## src/rtl/kw_rol_iter.sv

```systemverilog
// Multi-cycle variable rotate-left engine: one amount bit per BUSY cycle, valid/ready on both sides.
// Optional build macro KW_ROL_EARLY_EXIT_EN ends the BUSY phase once no higher amount bits remain set.
module kw_rol_iter #(
   parameter  int WIDTH = 8,
   localparam int AW    = $clog2(WIDTH)
) (
   input  logic             clk,
   input  logic             rst_n,
   input  logic             in_valid,
   output logic             in_ready,
   input  logic [WIDTH-1:0] in_data,
   input  logic [AW-1:0]    in_amt,
   output logic             out_valid,
   input  logic             out_ready,
   output logic [WIDTH-1:0] out_data
);

   typedef enum logic [1:0] {
      ST_IDLE = 2'd0,
      ST_BUSY = 2'd1,
      ST_DONE = 2'd2
   } state_t;

   localparam logic [AW-1:0] LAST_STAGE = AW'(AW - 1);

   state_t           state_q, state_d;
   logic [WIDTH-1:0] data_q, data_d;
   logic [AW-1:0]    amt_q, amt_d;
   logic [AW-1:0]    stage_q, stage_d;
   logic             in_ready_q, out_valid_q;
   logic             amt_bit_s;

   // Rotate left by s, where s is already reduced below WIDTH.
   function automatic logic [WIDTH-1:0] rotl(input logic [WIDTH-1:0] x, input logic [AW-1:0] s);
      return WIDTH'(({x, x} << s) >> WIDTH);
   endfunction

   // Stage k rotates by 2**k; reducing mod WIDTH keeps non-power-of-2 widths exact.
   function automatic logic [AW-1:0] stage_shift(input logic [AW-1:0] k);
      return AW'((32'd1 << k) % 32'(WIDTH));
   endfunction

   assign amt_bit_s = |(amt_q & (AW'(1) << stage_q));

   // Next-state and datapath decode for the IDLE/BUSY/DONE sequence.
   always_comb begin
      state_d = state_q;
      data_d  = data_q;
      amt_d   = amt_q;
      stage_d = stage_q;
      case (state_q)
         ST_IDLE: begin
            if (in_valid && in_ready_q) begin
               data_d  = in_data;
               amt_d   = in_amt;
               stage_d = '0;
`ifdef KW_ROL_EARLY_EXIT_EN
               if (in_amt == '0) begin
                  state_d = ST_DONE;
               end else begin
                  state_d = ST_BUSY;
               end
`else
               state_d = ST_BUSY;
`endif
            end else begin
               state_d = ST_IDLE;
            end
         end
         ST_BUSY: begin
            if (amt_bit_s) begin
               data_d = rotl(data_q, stage_shift(stage_q));
            end else begin
               data_d = data_q;
            end
            stage_d = stage_q + AW'(1);
`ifdef KW_ROL_EARLY_EXIT_EN
            if (((amt_q >> stage_q) >> 1) == '0) begin
`else
            if (stage_q == LAST_STAGE) begin
`endif
               state_d = ST_DONE;
               stage_d = '0;
            end else begin
               state_d = ST_BUSY;
            end
         end
         ST_DONE: begin
            if (out_ready) begin
               state_d = ST_IDLE;
            end else begin
               state_d = ST_DONE;
            end
         end
         default: begin
            state_d = ST_IDLE;
            stage_d = '0;
         end
      endcase
   end

   // State, operand and handshake-flag registers; flags are precomputed from the next state.
   always_ff @(posedge clk or negedge rst_n) begin
      if (!rst_n) begin
         state_q     <= ST_IDLE;
         data_q      <= '0;
         amt_q       <= '0;
         stage_q     <= '0;
         in_ready_q  <= 1'b1;
         out_valid_q <= 1'b0;
      end else begin
         state_q     <= state_d;
         data_q      <= data_d;
         amt_q       <= amt_d;
         stage_q     <= stage_d;
         in_ready_q  <= (state_d == ST_IDLE);
         out_valid_q <= (state_d == ST_DONE);
      end
   end

   assign in_ready  = in_ready_q;
   assign out_valid = out_valid_q;
   assign out_data  = data_q;

`ifndef SYNTHESIS
   kw_rol_iter_chk #(.WIDTH(WIDTH)) u_chk (
      .clk       (clk),
      .rst_n     (rst_n),
      .in_ready  (in_ready_q),
      .out_valid (out_valid_q),
      .out_ready (out_ready),
      .out_data  (data_q)
   );
`endif

endmodule

`ifndef SYNTHESIS
// Simulation-only protocol checks for kw_rol_iter.
module kw_rol_iter_chk #(
   parameter int WIDTH = 8
) (
   input logic             clk,
   input logic             rst_n,
   input logic             in_ready,
   input logic             out_valid,
   input logic             out_ready,
   input logic [WIDTH-1:0] out_data
);

   a_width_min: assert property (@(posedge clk) WIDTH >= 2);

   a_hold_stable: assert property (@(posedge clk) disable iff (!rst_n)
      (out_valid && !out_ready) |=> ($stable(out_data) && out_valid));

   a_no_x: assert property (@(posedge clk) disable iff (!rst_n)
      !$isunknown({out_valid, in_ready}));

endmodule
`endif

```

## config.mk

```make
export PLATFORM = sky130hd
export DESIGN_NAME = kw_rol_iter
export DESIGN_NICKNAME = d
export VERILOG_FILES = /design/src/rtl/kw_rol_iter.sv
export SDC_FILE = /design/constraint.sdc
export NUM_CORES = 1
export LEC_CHECK = 0
export CAP_MARGIN = 40
export CORE_UTILIZATION = 49
export CTS_CLUSTER_DIAMETER = 30
export DETAILED_ROUTE_END_ITERATION = 12
export PLACE_DENSITY = 0.85
export SLEW_MARGIN = 20
export SYNTH_ARGS = -nofsm -noshare
export SYNTH_HDL_FRONTEND = slang
export SYNTH_SLANG_ARGS = --single-unit
```

## constraint.sdc

```tcl
create_clock -name clk -period 1.8 [get_ports clk]
set_clock_uncertainty 0.15 [all_clocks]
set_input_delay 0.27 -clock clk [delete_from_list [all_inputs] [get_ports clk]]
set_output_delay 0.27 -clock clk [all_outputs]
set_load 0.02 [all_outputs]
```

==> results <==
- The run finished with clean final reports.
- In this run the static leakage power is 0.666 nW.
- Across the run, the number of max-cap violations was 0.
- The number of pins with negative max-slew slack in the final report is 0.
- The flip-flop cell with the highest count after synthesis is dfrtp_1.
- At the pin with the least slew margin, the transition time is 0.432 ns.
- Of the total power, registers draw 30.4%.
- The worst slack after detailed placement is -0.00367 ns.
- The fraction of synthesis flops using an asynchronous set or reset pin is 100%.
- At the end of the flow, the number of nets in the layout was 161.
- The number of clock buffers added by TritonCTS is 3.
- The area growth from synthesis to layout is 28.4%.
- The worst register-to-register path begins at stage_q[0].
- The die footprint is 0.00254 mm2.
- The required arrival time at the worst endpoint is 1.38 ns.
- Entering global routing, the biggest net connects 19 pins.
- The worst setup path is of the reg2out kind.
- The final-layout worst hold slack is 0.139 ns.
- The share of the core filled with cells is 66.6%.
- The count of port buffers added during placement is 24.
- From bottom edge to top edge, the die measures 50.4 um.
- Buffers inserted to repair hold after CTS numbered 0.
- The footprint of the flip-flops and latches is ~450 um2.
- In the final timing run, aggregate negative setup slack is 0 ns.
- Routability-driven placement finished with a final weighted congestion of around 0.85.
- The first global-routing pass estimated about 4500 um of wire.
- The cell internal power dissipation is 1.59 mW.
- The sum of buffers and inverters on the critical path is 1.
- Across the VDD grid, the largest voltage drop is between 1 and 1.5 mV.
- Setup slack on the critical path of the routed design comes to 0.148 ns.
- The count of distinct cell types in the synthesized netlist is 32.
- The number of cell instances on the worst register-to-register path is 4.
- The setup check on the worst reg-to-reg path leaves a slack of between 0.15 and 0.2 ns.
- In the final layout, the share of cells above drive strength 1 is 13.8%.
- The total net switching power is around 1.4 mW.
- The number of flops mapped to enable cells by yosys is 0.
- Setup repair after global routing left no endpoint under its margin.
- The clock network accounts for 7.5% of the total power.
- Combinational cells account for between 60 and 70% of the total power.
- In the routed design, unresolved DRC markers number 0.
- The filler cells instantiated in the layout total 186.
- The later pin in the worst-skew pair is clocked with a latency of 0.30 ns.
- In this run the mean area of a mapped cell was 9.72 um2.
- The routed via count divided by cell count is 6.08.
- The worst endpoint data arrival time is 1.23 ns.
- The cell row count is 17.
- 25 I/O pins were placed.
- Summing every instance area after synthesis gives 0.00115 mm2.
- The slowest stage of the critical path belongs to the cell clkdlybuf4s50_1.
- The endpoint of the worst register-to-register path is out_data[2].
- The final non-filler cell total is approximately 170.
- The power density of the placed cells is 2030 mW/mm2.
- The H-tree depth reported by CTS is 1.
- The worst slew margin relative to its limit is 71.2%.
- The class of the most critical hold timing path is in2async.
- In this design, the stage delay of the slowest critical-path cell is 0.59 ns.
- Across all layers, the routed design uses approximately 1100 vias.
- The number of failing setup endpoints in the final timing report is 0.
- TritonCTS built the clock tree.
- The clock transition time at the flip-flop clock pins of the worst setup and hold paths is 0.11 ns.
- The detailed router finished its first iteration with slightly below 60 violations.
- The clock tree root driver cell is clkbuf_4.
- The number of diodes is 0.
- The clock sink count is 18.
- The most critical setup path has its startpoint at out_valid.
- The number of antenna violations at the first check in global routing was 0.
- The number of nets handed over by synthesis was 133.
- After layout, the worst path uses about nine tenths of the clock period.
- STA classifies the critical path endpoint as a primary output.
- For this configuration, the core starts out at a cell density of between 50% and 60%.
- The final layout contains routed wiring with a total length of roughly 2900 um.
- The maximum achievable frequency is approximately 610 MHz.
- The sequential share of the synthesized area is 39.4%.
- After detailed routing, the average wire length per cell comes to 16.6 um.
- The number of hold violations in the final report is 0.
- The length of the first detailed-routing pass in iterations is 4.
- Across every metal layer, demand over resource in global routing totals 24.1%.
- The total overflow left after global routing is 0.
- The placed cell count is between 150 and 200.
- The dominant delay contributor by cell family on the critical path is buffers and inverters.
- The cell count after synthesis came out at 118.
- Counting along the longest clock path gives a buffer depth of 2.
- Counting I/O delays and the setup requirement, the final critical path takes around 1.7 ns.
- The element type at the critical path start is a flip-flop.
- After synthesis the netlist holds a flip-flop and latch count of 18.
- The remaining antenna violation count is 0.
- The floorplan step defined a core boundary enclosing 0.00221 mm2.
- The multi-input combinational cells in the finished layout cover a total of between 600 and 700 um2.
- In this run switching power makes up 46.9% of total power.
- The HPWL after detailed placement is between 1500 and 2000 um.
- The width of the chip is between 50 and 60 um.
- The via count of the first global-routing pass is 970.
- Traced cell by cell, the critical path runs through clkdlybuf4s50_1.
- In this run the worst path has a maximum fanout of 1.
- The count of synthesis-stage warnings from yosys is 0.
==> final cells by class <==
type	count	share of cell area, %
timing repair buffer	32	21.0
multi-input combinational	81	41.6
clock buffer	4	1.78
inverter	10	2.55
sequential	18	30.7
tap	28	2.38
==> kinds of logic after synthesis <==
logic type / Yosys count / synth area share, %
DFF: 18 / 39.4
buffers and inverters: 19 / 7.20
AOI/OAI and AO/OA: 38 / 24.1
and+or+nand+nor: 32 / 19.4
muxes: 11 / 9.92
==> power by group through the flow <==
stage                     clock network (mW)  logic [mW]  registers (mW)
after floorplan                            0        1.21           0.935
after CTS                              0.222        1.77           0.898
after global placement                     0        1.75           0.895
after global routing                   0.238        1.98           0.937
after detailed placement                   0        1.81           0.909
final                                  0.225        1.86           0.907
==> sequential cells by signal, indices dropped and copies added, names as in the netlist <==
| register | flops |
|---|---|
| stage_q | 3 |
| in_ready | 1 |
| out_valid | 1 |
| state_q | 2 |
| amt_q | 3 |
| out_data | 8 |
==> timing repair <==
item / in CTS / in global routing
pin swaps: 0 / 1
resized for setup: 7 / 2
endpoints found under the setup margin: 7 / 7
buffers inserted: 0 / 1
endpoints found under the hold margin: 0 / 0
cloned: 0 / 0
==> worst max-delay path by stage <==
stage | endpoint | slack [ns] | depth (start not counted)
after floorplan | amt_q[0] | 0.24 | 3
after global placement | amt_q[1] | 0.05 | 4
after detailed placement | amt_q[1] | -0.004 | 4
after global routing | in_ready | 0.04 | 5
final | out_valid | 0.15 | 1
after CTS | out_data[0] | 0.003 | 1
==> Yosys cell counts (all sizes together) (2+ instances only) <==
cell type / number / share of area [%]
a221o: 7 / 6.1
nor3: 3 / 3.3
buf: 4 / 2.3
clkbuf: 5 / 1.6
a21oi: 9 / 4.9
nand2b: 2 / 1.1
nor2b: 3 / 1.6
inv: 10 / 3.3
mux2i: 8 / 7.0
o21ai: 7 / 3.4
a21o: 2 / 1.3
nor2: 2 / 0.65
dfrtp: 17 / 37
mux2: 3 / 2.9
nand3b: 15 / 9.8
o22ai: 7 / 3.8
nand2: 4 / 1.3
==> through the flow <==
| stage | cell area (um2) | power (mW) |
|---|---|---|
| floorplan | 1150 | 2.14 |
| global placement | 1430 | 2.65 |
| detailed placement | 1430 | 2.72 |
| CTS | 1450 | 2.89 |
| global route | 1470 | 3.16 |
| finish | 1470 | 2.99 |
==> layer usage <==
metal  share of wire, %  vias up  track usage (%)
met1                 43      502             32.2
met4               0.80        0             7.41
met3                7.1        4             4.24
li1                   -      494                -
met2                 49       52             39.6
met5                  0        -                0
==> cell usage in the layout (no fill, tap or decap), types with 2 or more instances in the layout <==
cell type        count
buf_4                7
nor2b_1              3
o22ai_1              7
o21ai_0              5
a221o_1              7
a21o_1               2
nor3_4               2
inv_1               10
clkbuf_4             3
nand2_1              4
nor2_1               2
nand2b_1             2
clkdlybuf4s50_1     15
dlygate4sd2_1        7
a21oi_1              8
mux2i_1              8
mux2_2               3
dfrtp_1             17
nand3b_1            15
dlymetal6s2s_1       2
Power figures use the tool's default switching activity.
